## config.mk

```make
export PLATFORM = sky130hd
export DESIGN_NAME = core_trap_ctrl_flat
export DESIGN_NICKNAME = d
export VERILOG_FILES = /design/src/rtl/core_trap_if.sv /design/src/rtl/core_trap_ctrl.sv /design/src/flat_wrapper.sv
export SDC_FILE = /design/constraint.sdc
export NUM_CORES = 1
export LEC_CHECK = 0
export ABC_AREA = 0
export CORE_UTILIZATION = 45
export DETAILED_ROUTE_END_ITERATION = 16
export DONT_BUFFER_PORTS = 1
export GPL_TIMING_DRIVEN = 0
export PLACE_DENSITY = 0.68
export SYNTH_ARGS = -nofsm -noshare
export SYNTH_HDL_FRONTEND = slang
export SYNTH_SLANG_ARGS = --single-unit
```

## constraint.sdc

```tcl
create_clock -name clk -period 12 [get_ports clk]
set_input_delay 3 -clock clk [delete_from_list [all_inputs] [get_ports clk]]
set_output_delay 3 -clock clk [all_outputs]
set_load 0.1 [all_outputs]
```

## src/rtl/core_trap_if.sv

```systemverilog
// core_trap_if: groups the commit-stage, interrupt, CSR and flush signals of
// the trap controller into one bundle.
//   master : commit stage / CSR file side (drives commit info and CSR read values)
//   slave  : core_trap_ctrl (drives CSR write port, stall and flush)
// Signals:
//   cmt_valid/cmt_pc/cmt_ecall/cmt_ebreak/cmt_mret : committing instruction
//   irq_ext/irq_tmr                                : level interrupt requests
//   csr_mstatus_r/csr_mtvec_r/csr_mepc_r           : current CSR values
//   csr_we/csr_waddr/csr_wdata                     : single CSR write port
//   cmt_stall/flush_req/flush_pc/busy              : pipeline control
interface core_trap_if #(
  parameter int XLEN     = 32,
  parameter int PC_WIDTH = 32
);
  logic                cmt_valid;
  logic [PC_WIDTH-1:0] cmt_pc;
  logic                cmt_ecall;
  logic                cmt_ebreak;
  logic                cmt_mret;
  logic                irq_ext;
  logic                irq_tmr;
  logic [XLEN-1:0]     csr_mstatus_r;
  logic [XLEN-1:0]     csr_mtvec_r;
  logic [XLEN-1:0]     csr_mepc_r;
  logic                csr_we;
  logic [11:0]         csr_waddr;
  logic [XLEN-1:0]     csr_wdata;
  logic                cmt_stall;
  logic                flush_req;
  logic [PC_WIDTH-1:0] flush_pc;
  logic                busy;

  modport master (
    output cmt_valid, cmt_pc, cmt_ecall, cmt_ebreak, cmt_mret,
    output irq_ext, irq_tmr, csr_mstatus_r, csr_mtvec_r, csr_mepc_r,
    input  csr_we, csr_waddr, csr_wdata, cmt_stall, flush_req, flush_pc, busy
  );

  modport slave (
    input  cmt_valid, cmt_pc, cmt_ecall, cmt_ebreak, cmt_mret,
    input  irq_ext, irq_tmr, csr_mstatus_r, csr_mtvec_r, csr_mepc_r,
    output csr_we, csr_waddr, csr_wdata, cmt_stall, flush_req, flush_pc, busy
  );
endinterface

```

## src/rtl/core_trap_ctrl.sv

```systemverilog
// core_trap_ctrl: sequences trap entry (ecall, ebreak, external/timer
// interrupt) and mret at the commit boundary. Trap entry writes mepc, mcause
// and mstatus one per cycle through the single CSR write port, then issues a
// one-cycle flush to the handler; mret writes mstatus and flushes to mepc.
// Commit is stalled from the detect cycle until the flush cycle inclusive.
// Ports:
//   clk  : core clock
//   rst  : asynchronous reset, active-high
//   bus  : core_trap_if.slave (commit info, interrupts, CSR read/write, flush)
module core_trap_ctrl #(
  parameter int XLEN     = 32,
  parameter int PC_WIDTH = 32
) (
  input  logic        clk,
  input  logic        rst,
  core_trap_if.slave  bus
);

  localparam logic [11:0] CSR_MSTATUS = 12'h300;
  localparam logic [11:0] CSR_MEPC    = 12'h341;
  localparam logic [11:0] CSR_MCAUSE  = 12'h342;

  // Interrupt causes carry the MSB set; synchronous exceptions do not.
  localparam logic [XLEN-1:0] CAUSE_EXT    = {1'b1, {(XLEN-5){1'b0}}, 4'hB};
  localparam logic [XLEN-1:0] CAUSE_TMR    = {1'b1, {(XLEN-5){1'b0}}, 4'h7};
  localparam logic [XLEN-1:0] CAUSE_ECALL  = XLEN'(11);
  localparam logic [XLEN-1:0] CAUSE_EBREAK = XLEN'(3);

  typedef enum logic [2:0] {
    S_IDLE,
    S_WR_MEPC,
    S_WR_MCAUSE,
    S_WR_MSTATUS,
    S_MRET_MSTATUS,
    S_FLUSH
  } state_t;

  // Trap entry: MPIE <= MIE, MIE <= 0, MPP <= M-mode.
  function automatic logic [XLEN-1:0] trap_mstatus(input logic [XLEN-1:0] ms);
    logic [XLEN-1:0] r;
    r        = ms;
    r[7]     = ms[3];
    r[3]     = 1'b0;
    r[12:11] = 2'b11;
    return r;
  endfunction

  // mret: MIE <= MPIE, MPIE <= 1, MPP stays M-mode (only M-mode exists).
  function automatic logic [XLEN-1:0] mret_mstatus(input logic [XLEN-1:0] ms);
    logic [XLEN-1:0] r;
    r        = ms;
    r[3]     = ms[7];
    r[7]     = 1'b1;
    r[12:11] = 2'b11;
    return r;
  endfunction

  state_t              r_state;
  state_t              w_state_nxt;
  logic [XLEN-1:0]     r_pc;
  logic [XLEN-1:0]     r_cause;
  logic [XLEN-1:0]     r_mstatus;
  logic [PC_WIDTH-1:0] r_tvec;
  logic [PC_WIDTH-1:0] r_mepc;
  logic                r_is_mret;

  logic                w_mie;
  logic                w_irq_ext;
  logic                w_irq_tmr;
  logic                w_exc;
  logic                w_detect;
  logic                w_take_mret;
  logic                w_busy;
  logic [XLEN-1:0]     w_cause;
  logic                w_unused_bits;

  // Direct-mode vectoring only, so the mode bits of mtvec are don't-care.
  assign w_unused_bits = ^bus.csr_mtvec_r[1:0];

  // Interrupts are gated by MIE and only taken alongside a committing
  // instruction; they are never latched, so a dropped one is simply re-seen.
  assign w_mie       = bus.csr_mstatus_r[3];
  assign w_irq_ext   = bus.irq_ext & w_mie;
  assign w_irq_tmr   = bus.irq_tmr & w_mie;
  assign w_exc       = w_irq_ext | w_irq_tmr | bus.cmt_ecall | bus.cmt_ebreak;
  assign w_busy      = (r_state != S_IDLE);
  // rst gates detect so that stall stays low while reset is held.
  assign w_detect    = !w_busy && bus.cmt_valid && (w_exc || bus.cmt_mret) && !rst;
  assign w_take_mret = !w_exc;

  always_comb begin
    w_cause = CAUSE_EBREAK;
    if (w_irq_ext)          w_cause = CAUSE_EXT;
    else if (w_irq_tmr)     w_cause = CAUSE_TMR;
    else if (bus.cmt_ecall) w_cause = CAUSE_ECALL;
  end

  always_ff @(posedge clk or posedge rst) begin
    if (rst) begin
      r_state   <= S_IDLE;
      r_pc      <= '0;
      r_cause   <= '0;
      r_mstatus <= '0;
      r_tvec    <= '0;
      r_mepc    <= '0;
      r_is_mret <= 1'b0;
    end else begin
      r_state <= w_state_nxt;
      if (w_detect) begin
        r_pc      <= XLEN'(bus.cmt_pc);
        r_cause   <= w_cause;
        r_mstatus <= bus.csr_mstatus_r;
        r_tvec    <= {bus.csr_mtvec_r[PC_WIDTH-1:2], 2'b00};
        r_mepc    <= bus.csr_mepc_r[PC_WIDTH-1:0];
        r_is_mret <= w_take_mret;
      end
    end
  end

  always_comb begin
    w_state_nxt   = r_state;
    bus.csr_we    = 1'b0;
    bus.csr_waddr = '0;
    bus.csr_wdata = '0;
    bus.flush_req = 1'b0;
    bus.flush_pc  = '0;
    bus.busy      = w_busy;
    bus.cmt_stall = w_busy | w_detect;
    case (r_state)
      S_IDLE: begin
        if (w_detect) w_state_nxt = w_take_mret ? S_MRET_MSTATUS : S_WR_MEPC;
      end
      S_WR_MEPC: begin
        bus.csr_we    = 1'b1;
        bus.csr_waddr = CSR_MEPC;
        bus.csr_wdata = {r_pc[XLEN-1:2], 2'b00};
        w_state_nxt   = S_WR_MCAUSE;
      end
      S_WR_MCAUSE: begin
        bus.csr_we    = 1'b1;
        bus.csr_waddr = CSR_MCAUSE;
        bus.csr_wdata = r_cause;
        w_state_nxt   = S_WR_MSTATUS;
      end
      S_WR_MSTATUS: begin
        bus.csr_we    = 1'b1;
        bus.csr_waddr = CSR_MSTATUS;
        bus.csr_wdata = trap_mstatus(r_mstatus);
        w_state_nxt   = S_FLUSH;
      end
      S_MRET_MSTATUS: begin
        bus.csr_we    = 1'b1;
        bus.csr_waddr = CSR_MSTATUS;
        bus.csr_wdata = mret_mstatus(r_mstatus);
        w_state_nxt   = S_FLUSH;
      end
      S_FLUSH: begin
        // No detect here: the controller is still busy this cycle.
        bus.flush_req = 1'b1;
        bus.flush_pc  = r_is_mret ? r_mepc : r_tvec;
        w_state_nxt   = S_IDLE;
      end
      default: w_state_nxt = S_IDLE;
    endcase
  end

endmodule

```

## src/flat_wrapper.sv

```systemverilog
// flat-port wrapper written by rule: the top's interface ports become plain ports
module core_trap_ctrl_flat 
#(
  parameter int XLEN     = 32,
  parameter int PC_WIDTH = 32
)
  (clk, rst, bus_cmt_valid, bus_cmt_pc, bus_cmt_ecall, bus_cmt_ebreak, bus_cmt_mret, bus_irq_ext, bus_irq_tmr, bus_csr_mstatus_r, bus_csr_mtvec_r, bus_csr_mepc_r, bus_csr_we, bus_csr_waddr, bus_csr_wdata, bus_cmt_stall, bus_flush_req, bus_flush_pc, bus_busy);
  core_trap_if #(.XLEN(XLEN), .PC_WIDTH(PC_WIDTH)) bus_i ();
  input  logic clk;
  input  logic rst;
  input wire logic [$bits(bus_i.cmt_valid)-1:0] bus_cmt_valid;
  input wire logic [$bits(bus_i.cmt_pc)-1:0] bus_cmt_pc;
  input wire logic [$bits(bus_i.cmt_ecall)-1:0] bus_cmt_ecall;
  input wire logic [$bits(bus_i.cmt_ebreak)-1:0] bus_cmt_ebreak;
  input wire logic [$bits(bus_i.cmt_mret)-1:0] bus_cmt_mret;
  input wire logic [$bits(bus_i.irq_ext)-1:0] bus_irq_ext;
  input wire logic [$bits(bus_i.irq_tmr)-1:0] bus_irq_tmr;
  input wire logic [$bits(bus_i.csr_mstatus_r)-1:0] bus_csr_mstatus_r;
  input wire logic [$bits(bus_i.csr_mtvec_r)-1:0] bus_csr_mtvec_r;
  input wire logic [$bits(bus_i.csr_mepc_r)-1:0] bus_csr_mepc_r;
  output wire logic [$bits(bus_i.csr_we)-1:0] bus_csr_we;
  output wire logic [$bits(bus_i.csr_waddr)-1:0] bus_csr_waddr;
  output wire logic [$bits(bus_i.csr_wdata)-1:0] bus_csr_wdata;
  output wire logic [$bits(bus_i.cmt_stall)-1:0] bus_cmt_stall;
  output wire logic [$bits(bus_i.flush_req)-1:0] bus_flush_req;
  output wire logic [$bits(bus_i.flush_pc)-1:0] bus_flush_pc;
  output wire logic [$bits(bus_i.busy)-1:0] bus_busy;
  assign bus_i.cmt_valid = bus_cmt_valid;
  assign bus_i.cmt_pc = bus_cmt_pc;
  assign bus_i.cmt_ecall = bus_cmt_ecall;
  assign bus_i.cmt_ebreak = bus_cmt_ebreak;
  assign bus_i.cmt_mret = bus_cmt_mret;
  assign bus_i.irq_ext = bus_irq_ext;
  assign bus_i.irq_tmr = bus_irq_tmr;
  assign bus_i.csr_mstatus_r = bus_csr_mstatus_r;
  assign bus_i.csr_mtvec_r = bus_csr_mtvec_r;
  assign bus_i.csr_mepc_r = bus_csr_mepc_r;
  assign bus_csr_we = bus_i.csr_we;
  assign bus_csr_waddr = bus_i.csr_waddr;
  assign bus_csr_wdata = bus_i.csr_wdata;
  assign bus_cmt_stall = bus_i.cmt_stall;
  assign bus_flush_req = bus_i.flush_req;
  assign bus_flush_pc = bus_i.flush_pc;
  assign bus_busy = bus_i.busy;
  core_trap_ctrl #(.XLEN(XLEN), .PC_WIDTH(PC_WIDTH)) u_core (.clk(clk), .rst(rst), .bus(bus_i));
endmodule
```

==> results of run 1 <==
## how the worst max path moves through the flow
| stage | startpoint | endpoint | depth (start not counted) |
|---|---|---|---|
| 2_1_floorplan | bus_cmt_ecall | bus_cmt_stall | 6 |
| 3_3_place_gp | bus_cmt_valid | bus_cmt_stall | 6 |
| 3_5_place_dp | bus_cmt_valid | bus_cmt_stall | 6 |
| 4_1_cts | bus_cmt_valid | bus_cmt_stall | 6 |
| 5_1_grt | bus_cmt_valid | bus_cmt_stall | 6 |
| 6_report | bus_cmt_valid | bus_cmt_stall | 6 |
## layout by cell type, fill, tap and decap left out, types with 5 or more instances in the layout
| master | n |
|---|---|
| mux2i_1 | 30 |
| conb_1 | 7 |
| mux2_2 | 99 |
| mux2_4 | 28 |
| buf_6 | 5 |
| clkbuf_1 | 16 |
| nand2_1 | 5 |
| buf_4 | 8 |
| a21o_1 | 5 |
| nor2_1 | 5 |
| clkbuf_16 | 17 |
| a22o_1 | 25 |
| nor2_2 | 31 |
| dfrtp_1 | 130 |
| buf_2 | 11 |
## per-stage QoR
stage	std cells	setup slack, ps	hold slack, ps	instance area [µm²]	util, %
after floorplan	441	4430	430	6000	-
after global placement	613	4170	442	6210	48.6
after detailed placement	617	4150	448	6430	50.3
after CTS	648	4140	463	6990	54.7
after global routing	648	4110	488	6990	54.7
final	648	4170	464	6990	54.7
## cell families after synthesis
family	count (synthesis)
multiplexers	157
flip-flops	130
AND/OR/NAND/NOR	58
AO/OA/AOI/OAI	46
buffers and inverters	43
other	1
## registers in the layout, indices dropped and copies added (netlist names)
signal / count
u_core.r_cause: 4
u_core.r_mepc: 32
u_core.r_pc: 30
u_core.r_mstatus: 30
u_core.r_state: 3
u_core.r_is_mret: 1
u_core.r_tvec: 30
## area by class of cell
cell class                 instances  area (µm²)  area share [%]
sequential                       130        3250            46.5
multi-input combinational        268        2620            37.5
clock buffer                      21         450            6.44
buffer                            38         225            3.22
tap                              172         215            3.08
clock inverter                    10         111            1.59
timing repair buffer               4        86.3            1.24
inverter                           5        23.8           0.340
## critical path: cells and delay by family
kind                   cells  cell delay (ps)
buffers and inverters      3              540
AO/OA/AOI/OAI              1              220
AND/OR/NAND/NOR            2             1050
## layer usage
metal,up-vias,GRT usage (%)
li1,1601,-
met1,1768,23.6
met2,150,34.4
met3,12,8.70
met4,0,6.67
met5,-,0
==> flow_summary.ini, run 1 <==
[hold_path]
hold_end = u_core.r_cause[1]
hold_path_class = register to register
hold_path_depth = 1
hp-start = u_core.r_cause[1]

[clocking]
numCtsBuffers = 17
cts_sinks = 130
cts_max_path_buffers = 2
ctsRootBufferMaster = clkbuf_16
clkSlewWorstSetupHoldPaths_ps = 60
clk_latency_ps = 410
cts_tree = built
htree_num_levels = 4
cts_setup_buffers = 0
ctsResizeCount = 0
cts-hold-fix-buffers = 0

[die]
die_y_um = 117
row_count = 41
fp.dieArea_mm2 = 0.0137
start_util_pct = 46.8
die_w_um = 117
core_mm2 = 0.0128
io_pins = 216

[run_status]
status = completed

[route]
first_pass_iters = 4
detail_route.wl_per_cell_um = 21.2
ant_nets = 0
wirelength_um = 13700
drc = 0
first_iter_violations = 161
met3_length_um = 1370
routed.top_layer = met4
wl_met1_um = 5500
vias_per_cell = 5.45
dr_wl_met2_um = 6730
vias = 3531

[setup_path]
reg2reg_from = u_core.r_state[2]
critical-path-slowest-cell = nand2b_1
cpMostUsedCell = buf_6
startpoint_type = input pin
endpoint_kind = primary output
rr_worst_depth = 7
cp.required_ps = 9000
cpPeakStageDelay_ps = 820
path_class = input pin to primary output
reg2reg_setup_slack_ps = 9890
reg2reg_to = u_core.r_tvec[30]
crit_fanout = 10
path_cells = nor2b_1, o311a_1, buf_6, buf_6, buf_6, nand2b_1
crit_arrival_ps = 4830

[synthesis]
synthAdderAreaFrac_pct = 0
synthMuxAreaShare_pct = 30.7
synth-async-reset-ratio_pct = 100
synth-xor-area-share_pct = 0
synthCells = 435
synth-edff-count = 0
yosysTopAreaCellShare_pct = 54.4
synth.most_common_cell = dfrtp_1
synthTopCellsByCount = 130 x dfrtp_1, 99 x mux2_2, 36 x nor2_1, 30 x mux2i_1, 28 x mux2_4
syn_avg_cell_area_um2 = 13.7
yosysTopAreaCell = dfrtp_1
ys_warn_count = 0
netlist_area_mm2 = 0.00598
synthDistinctLibCells = 35
synth_top_family_by_area = multiplexers
synth-simple-area-share_pct = 4.48
synth_compound_area_share_pct = 6.24
synth-seq-cells = 130
synth.area.top_cells = dfrtp_1 54%, mux2_2 19%, mux2_4 7.0%, mux2i_1 5.0%, a22o_1 3.7%
synth_ff_type = dfrtp_1
yosysSeqAreaShare_pct = 54.4

[flow_run]
cap_violations = 0

[sta]
finalCriticalPeriod_ps = 7830
clock_skew_ps = 7.52
slew_headroom_pct = 23.2
setup_violations = 0
rsz0062_at_grt = false
fmax_ghz = 0.128
tns_ps = 0
maxSlewViolCount = 0
min_period_over_period_pct = 65.2
worstMarginPinSlew_ps = 1150
finalHoldViolCount = 0

[placement]
hpwl_um = 9780
place_congestion = 0.738
port_buffers = 0

[cells_and_area]
syn2layout_area_growth_pct = 17.0
drive_gt1_share_pct = 47.3
antenna_cells = 0
nFillCells = 1049
nets = 600

[global_route]
antenna_found_initial = 0
grt_pass1_wl_um = 20500
grt_max_degree = 71
grt_pass1_vias = 3755
grt_use_total_pct = 20.5
grt.overflow.total = 0
Power of run 1 is not shown: default switching activity piles up to over one toggle a cycle in this logic, so the estimate is an artifact.
==> run 2: changes to the inputs <==
--- a/config.mk
+++ b/config.mk
@@ -10,7 +10,7 @@
 export DETAILED_ROUTE_END_ITERATION = 16
 export DONT_BUFFER_PORTS = 1
 export GPL_TIMING_DRIVEN = 0
-export PLACE_DENSITY = 0.68
+export PLACE_DENSITY = 0.7
 export SYNTH_ARGS = -nofsm -noshare
 export SYNTH_HDL_FRONTEND = slang
 export SYNTH_SLANG_ARGS = --single-unit
==> constraint.sdc (replaced) <==
create_clock -name clk -period 7.1 [get_ports clk]
set_input_delay 1.775 -clock clk [delete_from_list [all_inputs] [get_ports clk]]
set_output_delay 1.775 -clock clk [all_outputs]
set_load 0.1 [all_outputs]
==> run 2 against run 1 <==
Net effect: register-to-register slack worse by 5000 ps; flip-flop and latch count unchanged; hold slack worse by 7.8 ps; sequential share of layout area about the same; critical path depth unchanged; clock skew up 1.5 ps; global-route usage down 0.30 points; utilization about the same; setup slack worse by 2400 ps; critical path type unchanged; non-clock buffer count unchanged; critical endpoint unchanged.
==> flow_summary.ini, run 2 (synthesis results as in run 1) <==
[cells_and_area]
final_cell_mix = 130 x dfrtp_1, 99 x mux2_2, 31 x nor2_2, 30 x mux2i_1, 28 x mux2_4
syn2layout_area_growth_pct = 16.9
nFillCells = 1047
regMostFlops = u_core.r_mepc
largest_reg_flops = 32
final_common_cell = dfrtp_1
nets = 600
multi_input_area_mm2 = 0.00262
seqCellArea_mm2 = 0.00325
drive_gt1_share_pct = 47.1

[route]
vias = 3593
vias_per_cell = 5.56
first_iter_violations = 196
ant_nets = 0
detail_route.wl_per_cell_um = 21.3
wirelength_um = 13700
drc = 0
first_pass_iters = 4

[die]
die_y_um = 117
core_mm2 = 0.0128
row_count = 41
fp.dieArea_mm2 = 0.0137
start_util_pct = 46.8
die_w_um = 117
io_pins = 216

[clocking]
ctsRootBufferMaster = clkbuf_16
cts_max_path_buffers = 2
numCtsBuffers = 17
ctsResizeCount = 0
cts_tree = built
cts_sinks = 130
htree_num_levels = 4
clkSlewWorstSetupHoldPaths_ps = 50
cts-hold-fix-buffers = 0
clk_latency_ps = 410
cts_setup_buffers = 0

[run_status]
status = completed

[global_route]
grt_pass1_wl_um = 20300
grt_pass1_vias = 3734
grt.overflow.total = 0
antenna_found_initial = 1
grt_max_degree = 80
grt_use_total_pct = 20.2

[sta]
min_period_over_period_pct = 75.3
slew_headroom_pct = 22.9
finalCriticalPeriod_ps = 5350
fmax_ghz = 0.187
maxSlewViolCount = 0
clock_skew_ps = 9.02
setup_violations = 0
rsz0062_at_grt = false
worstMarginPinSlew_ps = 1150
tns_ps = 0
finalHoldViolCount = 0
setup_ws_ps = 1750

[setup_path]
reg2reg_to = u_core.r_mstatus[6]
crit_path_end = bus_cmt_stall
startpoint_type = input pin
endpoint_kind = primary output
path_class = input pin to primary output
cp.required_ps = 5330
crit_fanout = 10
startpoint = bus_cmt_valid
reg2reg_from = u_core.r_state[2]
rr_worst_depth = 7
reg2reg_setup_slack_ps = 4890
crit_arrival_ps = 3570

[placement]
port_buffers = 0
place_ws_ps = 1700
place_congestion = 0.740
hpwl_um = 10000

[hold_path]
hold_path_class = register to register

[flow_run]
cap_violations = 0
==> run 2: worst min-delay path by stage <==
stage                            from                end  slack [ps]  cells past startpoint
floorplan           u_core.r_cause[1]  u_core.r_cause[1]         430                      1
global placement    u_core.r_cause[1]  u_core.r_cause[1]         440                      1
detailed placement  u_core.r_cause[1]  u_core.r_cause[1]         440                      1
CTS                 u_core.r_cause[1]  u_core.r_cause[1]         460                      1
global route        u_core.r_cause[1]  u_core.r_cause[1]         460                      1
finish              u_core.r_cause[1]  u_core.r_cause[1]         460                      1
==> run 2: area by class of cell <==
class,count,area share (%)
buffer,38,3.22
clock inverter,6,1.18
antenna,1,0.0358
inverter,5,0.340
clock buffer,22,6.79
sequential,130,46.6
timing repair buffer,4,1.24
multi-input combinational,268,37.6
tap,172,3.08
==> run 2: worst max-delay path: stages <==
cell      delay [ps]
nor2b_1          220
o311a_1          230
buf_6            150
buf_6            170
buf_6            190
nand2b_1         830
==> run 2: metal layers <==
metal | up-vias | GRT usage, % | part of all wire [%]
met4 | 0 | 6.41 | 1.1
met1 | 1799 | 22.5 | 39
met2 | 179 | 33.1 | 48
li1 | 1598 | - | -
met3 | 17 | 10.9 | 12
met5 | - | 0 | 0
==> run 2: through the flow <==
| step | hold WS, ps | util, % | instance area [µm²] | cells |
|---|---|---|---|---|
| after CTS | 457 | 54.7 | 6980 | 645 |
| after detailed placement | 445 | 50.3 | 6430 | 617 |
| after global placement | 443 | 48.6 | 6210 | 613 |
| final | 456 | 54.7 | 6990 | 646 |
| after floorplan | 430 | - | 6000 | 441 |
| after global routing | 460 | 54.7 | 6980 | 645 |
Power of run 2 is left out for the same reason.
